`src/rtl/uart_host_bridge_pkg.sv`:
```
// Purpose: shared protocol constants, opcodes and FSM state types for the host-side UART bridge.
// Latency: n/a (types, constants and pure functions only).
// Backpressure: n/a.
package uart_host_bridge_pkg;

    // Frame header bytes on the wire
    localparam logic [7:0] HDR_ADS      = 8'hAA;  // ADS sample frame
    localparam logic [7:0] HDR_ADS_REG  = 8'h61;  // 'a' ADS register read / read-back
    localparam logic [7:0] HDR_MPR_REG  = 8'h6D;  // 'm' MPR register read / read-back
    localparam logic [7:0] HDR_RUN      = 8'h52;  // 'R'
    localparam logic [7:0] HDR_STOP     = 8'h93;  // 'S' as the sensor firmware encodes it

    // Payload lengths following a header
    localparam logic [2:0] LEN_ADS      = 3'd6;
    localparam logic [2:0] LEN_REG      = 3'd2;

    typedef enum logic [1:0] {
        OP_RUN    = 2'd0,
        OP_STOP   = 2'd1,
        OP_MPR_RD = 2'd2,
        OP_ADS_RD = 2'd3
    } cmd_op_e;

    typedef enum logic [2:0] {
        TX_IDLE,
        TX_SEND_HDR,
        TX_WAIT_HDR,
        TX_SEND_ADDR,
        TX_WAIT_ADDR
    } tx_state_e;

    typedef enum logic {
        PS_HUNT,
        PS_COLLECT
    } ps_state_e;

    function automatic logic [7:0] op_header(input cmd_op_e op);
        logic [7:0] hdr;
        case (op)
            OP_RUN:    hdr = HDR_RUN;
            OP_STOP:   hdr = HDR_STOP;
            OP_MPR_RD: hdr = HDR_MPR_REG;
            default:   hdr = HDR_ADS_REG;
        endcase
        return hdr;
    endfunction

    // Register reads carry an address byte after the header
    function automatic logic op_has_addr(input cmd_op_e op);
        return (op == OP_MPR_RD) || (op == OP_ADS_RD);
    endfunction

endpackage

```
`src/rtl/uart_frame_parser.sv`:
```
// Purpose: reassembles sensor frames (0xAA+6, 'a'/'m'+2) from received bytes; byte in, frame + err pulse out.
// Latency: frame valid pulses the cycle after the last payload byte; err pulses the cycle after the fault.
// Backpressure: none; outputs hold until the next complete frame.
module uart_frame_parser
    import uart_host_bridge_pkg::*;
#(
    parameter int P_TIMEOUT_CLKS = 21700
) (
    input  logic        i_CLK,
    input  logic        i_RSTN,
    input  logic        i_RX_DV,
    input  logic [7:0]  i_RX_BYTE,
    output logic [47:0] o_ADS_DATA,
    output logic        o_ADS_VALID,
    output logic [15:0] o_REG_DATA,
    output logic        o_REG_SRC,
    output logic        o_REG_VALID,
    output logic        o_ERR_PULSE
);
    localparam logic [15:0] TMO_LAST = 16'(P_TIMEOUT_CLKS - 1);

    ps_state_e   r_state;
    logic [2:0]  r_need;
    logic [2:0]  r_cnt;
    logic        r_kind_ads;
    logic        r_src;
    logic [47:0] r_asm;
    logic [15:0] r_tmo;
    logic [47:0] r_ads_data;
    logic        r_ads_vld;
    logic [15:0] r_reg_data;
    logic        r_reg_src;
    logic        r_reg_vld;
    logic        r_err;

    assign o_ADS_DATA  = r_ads_data;
    assign o_ADS_VALID = r_ads_vld;
    assign o_REG_DATA  = r_reg_data;
    assign o_REG_SRC   = r_reg_src;
    assign o_REG_VALID = r_reg_vld;
    assign o_ERR_PULSE = r_err;

    always_ff @(posedge i_CLK or negedge i_RSTN) begin
        if (!i_RSTN) begin
            r_state    <= PS_HUNT;
            r_need     <= '0;
            r_cnt      <= '0;
            r_kind_ads <= 1'b0;
            r_src      <= 1'b0;
            r_asm      <= '0;
            r_tmo      <= '0;
            r_ads_data <= '0;
            r_ads_vld  <= 1'b0;
            r_reg_data <= '0;
            r_reg_src  <= 1'b0;
            r_reg_vld  <= 1'b0;
            r_err      <= 1'b0;
        end else begin
            r_ads_vld <= 1'b0;
            r_reg_vld <= 1'b0;
            r_err     <= 1'b0;
            case (r_state)
                PS_HUNT: begin
                    r_tmo <= '0;
                    r_cnt <= '0;
                    if (i_RX_DV) begin
                        if (i_RX_BYTE == HDR_ADS) begin
                            r_need     <= LEN_ADS;
                            r_kind_ads <= 1'b1;
                            r_state    <= PS_COLLECT;
                        end else if (i_RX_BYTE == HDR_ADS_REG || i_RX_BYTE == HDR_MPR_REG) begin
                            r_need     <= LEN_REG;
                            r_kind_ads <= 1'b0;
                            r_src      <= (i_RX_BYTE == HDR_ADS_REG);
                            r_state    <= PS_COLLECT;
                        end else begin
                            r_err <= 1'b1;
                        end
                    end
                end
                default: begin
                    // Byte is checked first so it wins over a coincident timeout
                    if (i_RX_DV) begin
                        r_asm <= {r_asm[39:0], i_RX_BYTE};
                        r_tmo <= '0;
                        if (r_cnt + 3'd1 == r_need) begin
                            if (r_kind_ads) begin
                                r_ads_data <= {r_asm[39:0], i_RX_BYTE};
                                r_ads_vld  <= 1'b1;
                            end else begin
                                r_reg_data <= {r_asm[7:0], i_RX_BYTE};
                                r_reg_src  <= r_src;
                                r_reg_vld  <= 1'b1;
                            end
                            r_state <= PS_HUNT;
                        end else begin
                            r_cnt <= r_cnt + 3'd1;
                        end
                    end else if (r_tmo == TMO_LAST) begin
                        r_err   <= 1'b1;
                        r_state <= PS_HUNT;
                    end else begin
                        r_tmo <= r_tmo + 16'd1;
                    end
                end
            endcase
        end
    end
endmodule

```
`src/rtl/uart_rx.sv`:
```
// Purpose: 8N1 UART receiver byte engine; ports i_CLK/i_RSTN/i_RXD in, o_RX_DV/o_RX_BYTE out.
// Latency: o_RX_DV pulses one cycle at mid stop bit (~9.5 bit times after start edge + 2-flop sync).
// Backpressure: none; each byte is presented once and must be consumed that cycle.
module uart_rx #(
    parameter int P_CLKS_PER_BIT = 217
) (
    input  logic       i_CLK,
    input  logic       i_RSTN,
    input  logic       i_RXD,
    output logic       o_RX_DV,
    output logic [7:0] o_RX_BYTE
);
    localparam int CW = $clog2(P_CLKS_PER_BIT + 1);
    localparam logic [CW-1:0] FULL = CW'(P_CLKS_PER_BIT - 1);
    localparam logic [CW-1:0] HALF = CW'((P_CLKS_PER_BIT - 1) / 2);

    typedef enum logic [1:0] {R_IDLE, R_START, R_DATA, R_STOP} rx_state_e;

    rx_state_e     r_state;
    logic [1:0]    r_sync;
    logic [CW-1:0] r_clk_cnt;
    logic [2:0]    r_idx;
    logic [7:0]    r_byte;
    logic          r_dv;
    logic          w_rxd;

    assign w_rxd     = r_sync[1];
    assign o_RX_DV   = r_dv;
    assign o_RX_BYTE = r_byte;

    always_ff @(posedge i_CLK or negedge i_RSTN) begin
        if (!i_RSTN) begin
            r_state   <= R_IDLE;
            r_sync    <= 2'b11;
            r_clk_cnt <= '0;
            r_idx     <= '0;
            r_byte    <= '0;
            r_dv      <= 1'b0;
        end else begin
            r_sync <= {r_sync[0], i_RXD};
            r_dv   <= 1'b0;
            case (r_state)
                R_IDLE: begin
                    r_clk_cnt <= '0;
                    r_idx     <= '0;
                    if (!w_rxd) r_state <= R_START;
                end
                R_START: begin
                    // Re-check at mid start bit so a glitch does not start a byte
                    if (r_clk_cnt == HALF) begin
                        r_clk_cnt <= '0;
                        r_state   <= w_rxd ? R_IDLE : R_DATA;
                    end else begin
                        r_clk_cnt <= r_clk_cnt + 1'b1;
                    end
                end
                R_DATA: begin
                    if (r_clk_cnt == FULL) begin
                        r_clk_cnt     <= '0;
                        r_byte[r_idx] <= w_rxd;
                        if (r_idx == 3'd7) r_state <= R_STOP;
                        else               r_idx   <= r_idx + 1'b1;
                    end else begin
                        r_clk_cnt <= r_clk_cnt + 1'b1;
                    end
                end
                default: begin
                    if (r_clk_cnt == FULL) begin
                        r_clk_cnt <= '0;
                        r_dv      <= w_rxd;   // framing error drops the byte
                        r_state   <= R_IDLE;
                    end else begin
                        r_clk_cnt <= r_clk_cnt + 1'b1;
                    end
                end
            endcase
        end
    end
endmodule

```
`src/rtl/uart_tx.sv`:
```
// Purpose: 8N1 UART transmitter byte engine; ports i_CLK/i_RSTN/i_TX_DV/i_TX_BYTE in, o_TXD/o_TX_DONE out.
// Latency: line goes low the cycle after i_TX_DV; o_TX_DONE pulses after 10 bit times.
// Backpressure: i_TX_DV is only honoured while idle; caller waits for o_TX_DONE.
module uart_tx #(
    parameter int P_CLKS_PER_BIT = 217
) (
    input  logic       i_CLK,
    input  logic       i_RSTN,
    input  logic       i_TX_DV,
    input  logic [7:0] i_TX_BYTE,
    output logic       o_TXD,
    output logic       o_TX_DONE
);
    localparam int CW = $clog2(P_CLKS_PER_BIT + 1);
    localparam logic [CW-1:0] FULL = CW'(P_CLKS_PER_BIT - 1);

    typedef enum logic [1:0] {T_IDLE, T_START, T_DATA, T_STOP} tx_eng_state_e;

    tx_eng_state_e r_state;
    logic [CW-1:0] r_clk_cnt;
    logic [2:0]    r_idx;
    logic [7:0]    r_shift;
    logic          r_txd;
    logic          r_done;

    assign o_TXD     = r_txd;
    assign o_TX_DONE = r_done;

    always_ff @(posedge i_CLK or negedge i_RSTN) begin
        if (!i_RSTN) begin
            r_state   <= T_IDLE;
            r_clk_cnt <= '0;
            r_idx     <= '0;
            r_shift   <= '0;
            r_txd     <= 1'b1;
            r_done    <= 1'b0;
        end else begin
            r_done <= 1'b0;
            case (r_state)
                T_IDLE: begin
                    r_txd     <= 1'b1;
                    r_clk_cnt <= '0;
                    r_idx     <= '0;
                    if (i_TX_DV) begin
                        r_shift <= i_TX_BYTE;
                        r_txd   <= 1'b0;
                        r_state <= T_START;
                    end
                end
                T_START: begin
                    if (r_clk_cnt == FULL) begin
                        r_clk_cnt <= '0;
                        r_txd     <= r_shift[0];
                        r_state   <= T_DATA;
                    end else begin
                        r_clk_cnt <= r_clk_cnt + 1'b1;
                    end
                end
                T_DATA: begin
                    if (r_clk_cnt == FULL) begin
                        r_clk_cnt <= '0;
                        if (r_idx == 3'd7) begin
                            r_txd   <= 1'b1;
                            r_state <= T_STOP;
                        end else begin
                            r_idx   <= r_idx + 1'b1;
                            r_shift <= {1'b0, r_shift[7:1]};
                            r_txd   <= r_shift[1];
                        end
                    end else begin
                        r_clk_cnt <= r_clk_cnt + 1'b1;
                    end
                end
                default: begin
                    if (r_clk_cnt == FULL) begin
                        r_clk_cnt <= '0;
                        r_done    <= 1'b1;
                        r_state   <= T_IDLE;
                    end else begin
                        r_clk_cnt <= r_clk_cnt + 1'b1;
                    end
                end
            endcase
        end
    end
endmodule

```
`src/rtl/uart_host_bridge.sv`:
```
// Purpose: host-side UART bridge: command requests -> sensor byte sequences (TX), sensor frames -> parallel words (RX).
//   Ports: i_CLK/i_RSTN; i_UART_RXD/o_UART_TXD serial; i_CMD_VALID/OP/ADDR + o_CMD_READY command handshake;
//   o_ADS_DATA/VALID, o_REG_DATA/SRC/VALID frame outputs; o_ERR_CNT saturating error count.
// Latency: header starts 2 cycles after accept; READY returns the cycle after the final byte completes.
// Backpressure: o_CMD_READY low while a command is in flight; requests seen while low are ignored.
module uart_host_bridge
    import uart_host_bridge_pkg::*;
#(
    parameter int P_TIMEOUT_CLKS = 21700,
    parameter int P_ERR_CNT_W    = 8,
    parameter int P_CLKS_PER_BIT = 217
) (
    input  logic                   i_CLK,
    input  logic                   i_RSTN,
    input  logic                   i_UART_RXD,
    output logic                   o_UART_TXD,
    input  logic                   i_CMD_VALID,
    input  logic [1:0]             i_CMD_OP,
    input  logic [7:0]             i_CMD_ADDR,
    output logic                   o_CMD_READY,
    output logic [47:0]            o_ADS_DATA,
    output logic                   o_ADS_VALID,
    output logic [15:0]            o_REG_DATA,
    output logic                   o_REG_SRC,
    output logic                   o_REG_VALID,
    output logic [P_ERR_CNT_W-1:0] o_ERR_CNT
);
    logic       w_rx_dv;
    logic [7:0] w_rx_byte;
    logic       w_tx_done;
    logic       w_err_pulse;

    tx_state_e               r_tx_state;
    cmd_op_e                 r_op;
    logic [7:0]              r_addr;
    logic                    r_cmd_ready;
    logic                    r_tx_dv;
    logic [7:0]              r_tx_byte;
    logic [P_ERR_CNT_W-1:0]  r_err_cnt;

    assign o_CMD_READY = r_cmd_ready;
    assign o_ERR_CNT   = r_err_cnt;

    uart_rx #(.P_CLKS_PER_BIT(P_CLKS_PER_BIT)) u_rx (
        .i_CLK     (i_CLK),
        .i_RSTN    (i_RSTN),
        .i_RXD     (i_UART_RXD),
        .o_RX_DV   (w_rx_dv),
        .o_RX_BYTE (w_rx_byte)
    );

    uart_tx #(.P_CLKS_PER_BIT(P_CLKS_PER_BIT)) u_tx (
        .i_CLK     (i_CLK),
        .i_RSTN    (i_RSTN),
        .i_TX_DV   (r_tx_dv),
        .i_TX_BYTE (r_tx_byte),
        .o_TXD     (o_UART_TXD),
        .o_TX_DONE (w_tx_done)
    );

    uart_frame_parser #(.P_TIMEOUT_CLKS(P_TIMEOUT_CLKS)) u_parser (
        .i_CLK       (i_CLK),
        .i_RSTN      (i_RSTN),
        .i_RX_DV     (w_rx_dv),
        .i_RX_BYTE   (w_rx_byte),
        .o_ADS_DATA  (o_ADS_DATA),
        .o_ADS_VALID (o_ADS_VALID),
        .o_REG_DATA  (o_REG_DATA),
        .o_REG_SRC   (o_REG_SRC),
        .o_REG_VALID (o_REG_VALID),
        .o_ERR_PULSE (w_err_pulse)
    );

    // Command sequencer: ready comes up in IDLE one cycle after reset release
    always_ff @(posedge i_CLK or negedge i_RSTN) begin
        if (!i_RSTN) begin
            r_tx_state  <= TX_IDLE;
            r_op        <= OP_RUN;
            r_addr      <= '0;
            r_cmd_ready <= 1'b0;
            r_tx_dv     <= 1'b0;
            r_tx_byte   <= '0;
        end else begin
            r_tx_dv <= 1'b0;
            case (r_tx_state)
                TX_IDLE: begin
                    if (r_cmd_ready && i_CMD_VALID) begin
                        r_op        <= cmd_op_e'(i_CMD_OP);
                        r_addr      <= i_CMD_ADDR;
                        r_cmd_ready <= 1'b0;
                        r_tx_state  <= TX_SEND_HDR;
                    end else begin
                        r_cmd_ready <= 1'b1;
                    end
                end
                TX_SEND_HDR: begin
                    r_tx_dv    <= 1'b1;
                    r_tx_byte  <= op_header(r_op);
                    r_tx_state <= TX_WAIT_HDR;
                end
                TX_WAIT_HDR: begin
                    if (w_tx_done) begin
                        if (op_has_addr(r_op)) begin
                            r_tx_state <= TX_SEND_ADDR;
                        end else begin
                            r_cmd_ready <= 1'b1;
                            r_tx_state  <= TX_IDLE;
                        end
                    end
                end
                TX_SEND_ADDR: begin
                    r_tx_dv    <= 1'b1;
                    r_tx_byte  <= r_addr;
                    r_tx_state <= TX_WAIT_ADDR;
                end
                TX_WAIT_ADDR: begin
                    if (w_tx_done) begin
                        r_cmd_ready <= 1'b1;
                        r_tx_state  <= TX_IDLE;
                    end
                end
                default: r_tx_state <= TX_IDLE;
            endcase
        end
    end

    always_ff @(posedge i_CLK or negedge i_RSTN) begin
        if (!i_RSTN) begin
            r_err_cnt <= '0;
        end else if (w_err_pulse && (r_err_cnt != {P_ERR_CNT_W{1'b1}})) begin
            r_err_cnt <= r_err_cnt + P_ERR_CNT_W'(1);
        end
    end
endmodule

```
`config.mk`:
```
export PLATFORM = sky130hd
export DESIGN_NAME = uart_host_bridge
export DESIGN_NICKNAME = d
export VERILOG_FILES = /design/src/rtl/uart_host_bridge_pkg.sv /design/src/rtl/uart_frame_parser.sv /design/src/rtl/uart_rx.sv /design/src/rtl/uart_tx.sv /design/src/rtl/uart_host_bridge.sv
export SDC_FILE = /design/constraint.sdc
export NUM_CORES = 1
export LEC_CHECK = 0
export BUFFER_PORTS_ARGS = -buffer_cell sky130_fd_sc_hd__buf_2
export CORE_ASPECT_RATIO = 0.5
export CORE_UTILIZATION = 59
export DETAILED_ROUTE_END_ITERATION = 8
export GPL_TIMING_DRIVEN = 0
export PLACE_DENSITY_LB_ADDON = 0.05
export SLEW_MARGIN = 15
export SYNTH_ARGS = -nofsm -noshare
export SYNTH_HDL_FRONTEND = slang
export SYNTH_SLANG_ARGS = --single-unit
```
`constraint.sdc`:
```
create_clock -name i_CLK -period 2.85 [get_ports i_CLK]
set_clock_uncertainty 0.1 [all_clocks]
set_input_delay 0.1425 -clock i_CLK [delete_from_list [all_inputs] [get_ports i_CLK]]
set_output_delay 0.1425 -clock i_CLK [all_outputs]
set_load 0.005 [all_outputs]
```
# Yosys cells after proc, flatten, opt, wreduce, memory -nomap -nowiden
# Index checks and enable logic that the tools add are counted.
word_totals:
  regBits: 211
  out_inout_bits: 77
  wordCells: 203
classes:
  n_addsub: 7
  magnitude_cmp: 2
  eq_ne: 39
  muxes: 84
  bitwise_logic: 3
  reduce_logical: 36
ops:
  columns: ["op", "n"]
  rows:
  - ["$mux 8", 7]
  - ["$mux 16", 3]
  - ["$pmux 8 s2", 3]
  - ["$mux 1", 37]
  - ["$mux 3", 12]
  - ["$add 8x1->8 const B", 3]
  - ["$eq 8x7->1 const B", 3]
  - ["$eq 8x8->1 const B", 3]
  - ["$mux 2", 12]
  - ["$pmux 8 s3", 1]
  - ["$reduce_and 4->1", 5]
  - ["$add 16x1->16 const B", 1]
  - ["$eq 16x15->1 const B", 1]
  - ["$ne 2x1->1 const B", 8]
  - ["$ne 2x2->1 const B", 8]
  - ["$pmux 3 s5", 1]
  - ["$reduce_and 3->1", 5]
  - ["$pmux 2 s3", 2]
  - ["$pmux 3 s2", 2]
  - ["$reduce_and 5->1", 2]
  - ["$reduce_bool 2->1", 5]
  - ["$add 3x1->3 const B", 3]
  - ["$eq 3x3->1 const B", 3]
  - ["$reduce_bool 3->1", 3]
  - ["20 further kinds", 38]

# Depth between registers and ports, before layout
logic_depth:
  depth_word: 6
  ltp_mapped: 7
  ltp_nobuf: 7

# By module
# Synthesis repeated with hierarchy kept, for this count alone.
hier_totals:
  cells_unflattened: 708
  hier_area_um2: 9216.3
modules_own_cells:
  columns: ["mod", "instances", "cells_each", "area_each_um2"]
  rows:
  - ["uart_frame_parser", 1, 363, 5290.1]
  - ["uart_host_bridge", 1, 121, 1408.9]
  - ["uart_rx", 1, 114, 1305.0]
  - ["uart_tx", 1, 110, 1212.4]

# Least setup slack after synthesis
# OpenSTA, ideal clock, no wires.
synth_timing:
  path_type: "reg2reg"
  startpoint: "register u_parser.r_cnt[0]"
  endpoint: "register u_parser.r_ads_data[38], in the netlist u_parser.o_ADS_DATA[38]"
  setup_time_ns: 0.125
  arrival_time_ns: 1.909
  t_required_ns: 2.625
  slack_ns: 0.716
  path_stages_with_launch: 8
  n_path_buf: 2
  period_less_slack_ns: 2.134
  path_cell_list: "dfrtp_1 > ha_1 > xnor2_1 > nand4_1 > nor2_1 > buf_2 > buf_4 > mux2_2"
synth_via:
  elab_chain_len: 3
synth_lines:
  columns: ["element", "line_no", "rtl"]
  rows:
  - ["start: declaration", "uart_frame_parser.sv:24", "logic [2:0] r_cnt;"]
  - ["start signal: assignment", "uart_frame_parser.sv:97", "r_cnt <= r_cnt + 3'd1;"]
  - ["$add 3x1->3", "uart_frame_parser.sv:86", "if (r_cnt + 3'd1 == r_need) begin"]
  - ["$eq 3x3->1", "uart_frame_parser.sv:86", null]
  - ["$reduce_and 4->1 (no source line)", null, null]
  - ["end signal: assignment", "uart_frame_parser.sv:88", "r_ads_data <= {r_asm[39:0], i_RX_BYTE};"]
  - ["end: declaration", "uart_frame_parser.sv:29", "logic [47:0] r_ads_data;"]
# Every way passes these cells.
# A chain may end at the register's enable or synchronous reset.

# Worst setup path after layout
layout_timing:
  startpoint: "register u_parser.r_cnt[0]"
  endpoint: "register u_parser.r_ads_data[43], in the netlist u_parser.o_ADS_DATA[43]"
# The elaborated chain is that of the path after synthesis.

==> metrics.md <==
| Metric | Value |
|---|---|
| Clock latency at the later pin of the worst-skew pair | 490 ps |
| Setup WS post-layout | 326 ps |
| Async S/R FF share, synth | 1.00 |
| DR pass1 iterations | 4 |
| Area of the die | 0.0156 mm^2 |
| Largest net degree at the start of global routing | 102 |
| Synthesized area per cell | 12.7 um^2 |
| Area of the core | 0.0146 mm^2 |
| Total vias in the final route | 5,541 |
| Slew @ Worst Pin | 789 ps |
| Clock Path Buffers | 3 |
| TritonCTS Buffers | 18 |
| CP Buf/Inv Count | 2 |
| Global route hottest layer | met2 |
| Area added between synthesis and finish | 16.5% |
| CTS Sinks | 209 |
| CP peak stage delay | 420 ps |
| Post-layout instance area | 0.0103 mm^2 |
| Site Rows | 31 |
| Area share of and/or/nand/nor cells after synthesis | 0.107 |
| Critical path data required time | 3110 ps |
| Cell Pwr Density | 668 mW/mm^2 |
| Maximum vdd drop | 0.000421 V |
| Number of synthesized register bits | 209 |
| Vias per cell | 5.36 |
| Max Clk Rate | 396 MHz |
| PortBufs | 90 |
| Synth Area in Adders | 0.0212 |
| CP max stage cell | dfrtp_1 |
| Relative slew margins | 0.469 |
| H-tree depth | 1 |
| Final Hold Vio Count | 0 |
| Ys flop type | dfrtp_1 |
| Worst path top cell family by delay | buffers and inverters |
| Area of the multi-input gates | 0.00346 mm^2 |
| DRT iter0 DRCs | 242 |
| Hpwl dp | 11,000 um |
| Wire per inst | 15.5 um |
| Commonest non-fill, non-tap cells in the layout | dfrtp_1, mux2_2, buf_2, nand2_1, nor2_1 |
| Max_cap viols | 0 |
| Critical Setup Path Class | flop to flop |
| Met1 usage | 0.282 |
| Final worst-path cycle share | 0.886 |
| Crit-path cells | ha_1, xnor2_1, nand4_1, nor2_1, buf_2, buf_4, mux2_2 |
| Vias in the first global route | 5,472 |
| Die Y-Extent | 88.7 um |
| Top-Level Pins | 91 |
| Final Net Count | 853 |
| Reg2Reg Depth | 7 |
| Die width | 175 um |
| Initial antenna violation count | 0 |
| Setup-failing EPs final | 0 |
| CTS clk-pin slew, worst paths | 60 ps |
| Drc violations | 0 |
| Main combinational cell family by area after synthesis | multiplexers |
| Final-layout fill cell count | 1,078 |
| Synth Net Count | 729 |
| Dpl ws | 302 ps |
| Min-delay worst type | primary input to flop |
| Clock Tree Root | clkbuf_16 |
| Post-route ant nets | 0 |
| Share of layout cells above drive strength 1 | 0.327 |
| Largest fanout on the critical path | 10 |
| Mapped cell area | 0.00887 mm^2 |
| Min Tclk post-route | 2520 ps |
| Synth Instances | 700 |
| Number of flops mapped to enable cells by yosys | 0 |
| XOR/XNOR share of the synthesized area | 0.0332 |
| Antenna Cells | 0 |
| Placed Area | 0.00963 mm^2 |
| YS warnings | 0 |
| Seq/Total Area, Yosys | 0.590 |
| Met3 global-route usage | 0.0412 |
| CP endpoint kind | flop |
| Critical Path AT | 2790 ps |
| CP startpoint kind | flop |
| GR Util met2 | 0.384 |
| Post_cts resized | 0 |
| GP Congestion | 0.804 |
| Sequential cell area | 0.00523 mm^2 |
| Starting density of the core | 0.608 |
| RSZ-0062 raised after global routing | no |
| Post-synthesis compound-gate area fraction | 0.0487 |
| Hold Path Depth | 5 |
| First-pass GRT wire length | 26,900 um |
| CTS tree | yes |
| Pleak | 5.22 nW |
| Slew Viols, Final | 0 |
| Critical Path Stages | 7 |
| WL final | 16,100 um |
| Overall routing resource usage | 0.217 |
| Most common cell after layout, fill and taps aside | dfrtp_1 |
| Gr ovfl total | 0 |
| Mux share of post-synthesis cell area | 0.179 |
| Final Util | 0.708 |
| Post-synth cell types | 54 |
| Status | finished, final reports clean |
metal layers:
metal | vias to the layer above | wire (um)
li1 | 2688 | -
met2 | 57 | 7900
met3 | 28 | 483
met5 | - | 0
met1 | 2768 | 7440
met4 | 0 | 252
synthesized netlist by cell type (2+ instances only):
master	count	area [um^2]
mux2_2	132	1490
or2b_1	2	15.0
clkbuf_1	13	48.8
and4b_1	2	20.0
and2_1	5	31.3
a221oi_1	3	26.3
nor2b_1	4	25.0
buf_2	7	35.0
mux2_4	3	45.0
a21o_1	4	30.0
buf_1	4	15.0
xnor2_1	13	114
and4_1	4	35.0
nor4_1	4	25.0
mux2i_1	6	60.1
dfrtp_1	206	5150
nand3_1	16	80.1
xor2_1	18	158
inv_1	19	71.3
o21ai_0	33	165
a21oi_1	15	75.1
dfstp_2	3	78.8
nor4b_1	4	35.0
a31oi_1	3	18.8
nor3_1	3	15.0
nand4_1	12	75.1
a22oi_1	3	22.5
nand2b_1	7	43.8
nand2_1	55	206
ha_1	15	188
or3_1	4	25.0
nor3b_1	3	22.5
nand3b_1	2	15.0
nor2_1	53	199
cell families after synthesis:
logic type                 Yosys count
DFF                                209
and+or+nand+nor                    188
muxes                              141
AOI/OAI and AO/OA                   71
buffers and inverters               44
xor gates and xnor gates            32
adders and majority gates           15
flip-flops by register name, summed over array words and instances (netlist names), 16 cells and up:
name	count
u_parser.o_REG_DATA	16
u_parser.r_asm	40
u_parser.o_ADS_DATA	48
u_parser.r_tmo	16
per-stage QoR:
step                      std cells  setup TNS [ps]  power, mW  hold slack [ps]
final                          1034               0       6.90             10.3
after global routing           1034               0       7.26             29.3
after CTS                      1034               0       6.98             2.05
after detailed placement        990               0       4.55            -63.9
after global placement          988         -392240       4.48              147
after floorplan                 700               0       4.24             -253
final timing paths:
check                      slack (ps)                 endpoint              start
max                               330  u_parser.o_ADS_DATA[43]  u_parser.r_cnt[0]
min                                10            r_tx_state[0]        i_CMD_VALID
max reg2reg                       330  u_parser.o_ADS_DATA[43]  u_parser.r_cnt[0]
min reg2reg                       260           u_rx.r_sync[1]     u_rx.r_sync[0]
max in group asynchronous        1840        u_parser.r_tmo[4]             i_RSTN
min in group asynchronous          20                  r_op[1]             i_RSTN
cell type report:
cell class                      instances  share of cell area
Sequential cell                       209               0.507
Multi-Input combinational cell        447               0.335
Clock buffer                           29              0.0545
Clock inverter                          3             0.00145
Tap cell                              198              0.0240
Inverter                               19             0.00690
Buffer                                 25              0.0103
Timing Repair Buffer                  104              0.0615
timing repair:
action / CTS / global route
endpoints found under the hold margin: 218 / 0
hold buffers: 12 / 0
buffers inserted: 0 / 0
worst reg2reg max path, cell delays in order (launching register included):
cell     delay, ps
dfrtp_1        420
ha_1           340
xnor2_1        200
nand4_1        130
nor2_1         270
buf_2          350
buf_4          250
mux2_2         350
power by group:
part / switching, mW / internal [mW] / total (mW)
combinational: 0.559 / 0.524 / 1.08
sequential: 0.173 / 3.23 / 3.40
clock: 1.05 / 1.36 / 2.41
No activity file was read; power rests on OpenSTA's default activity.
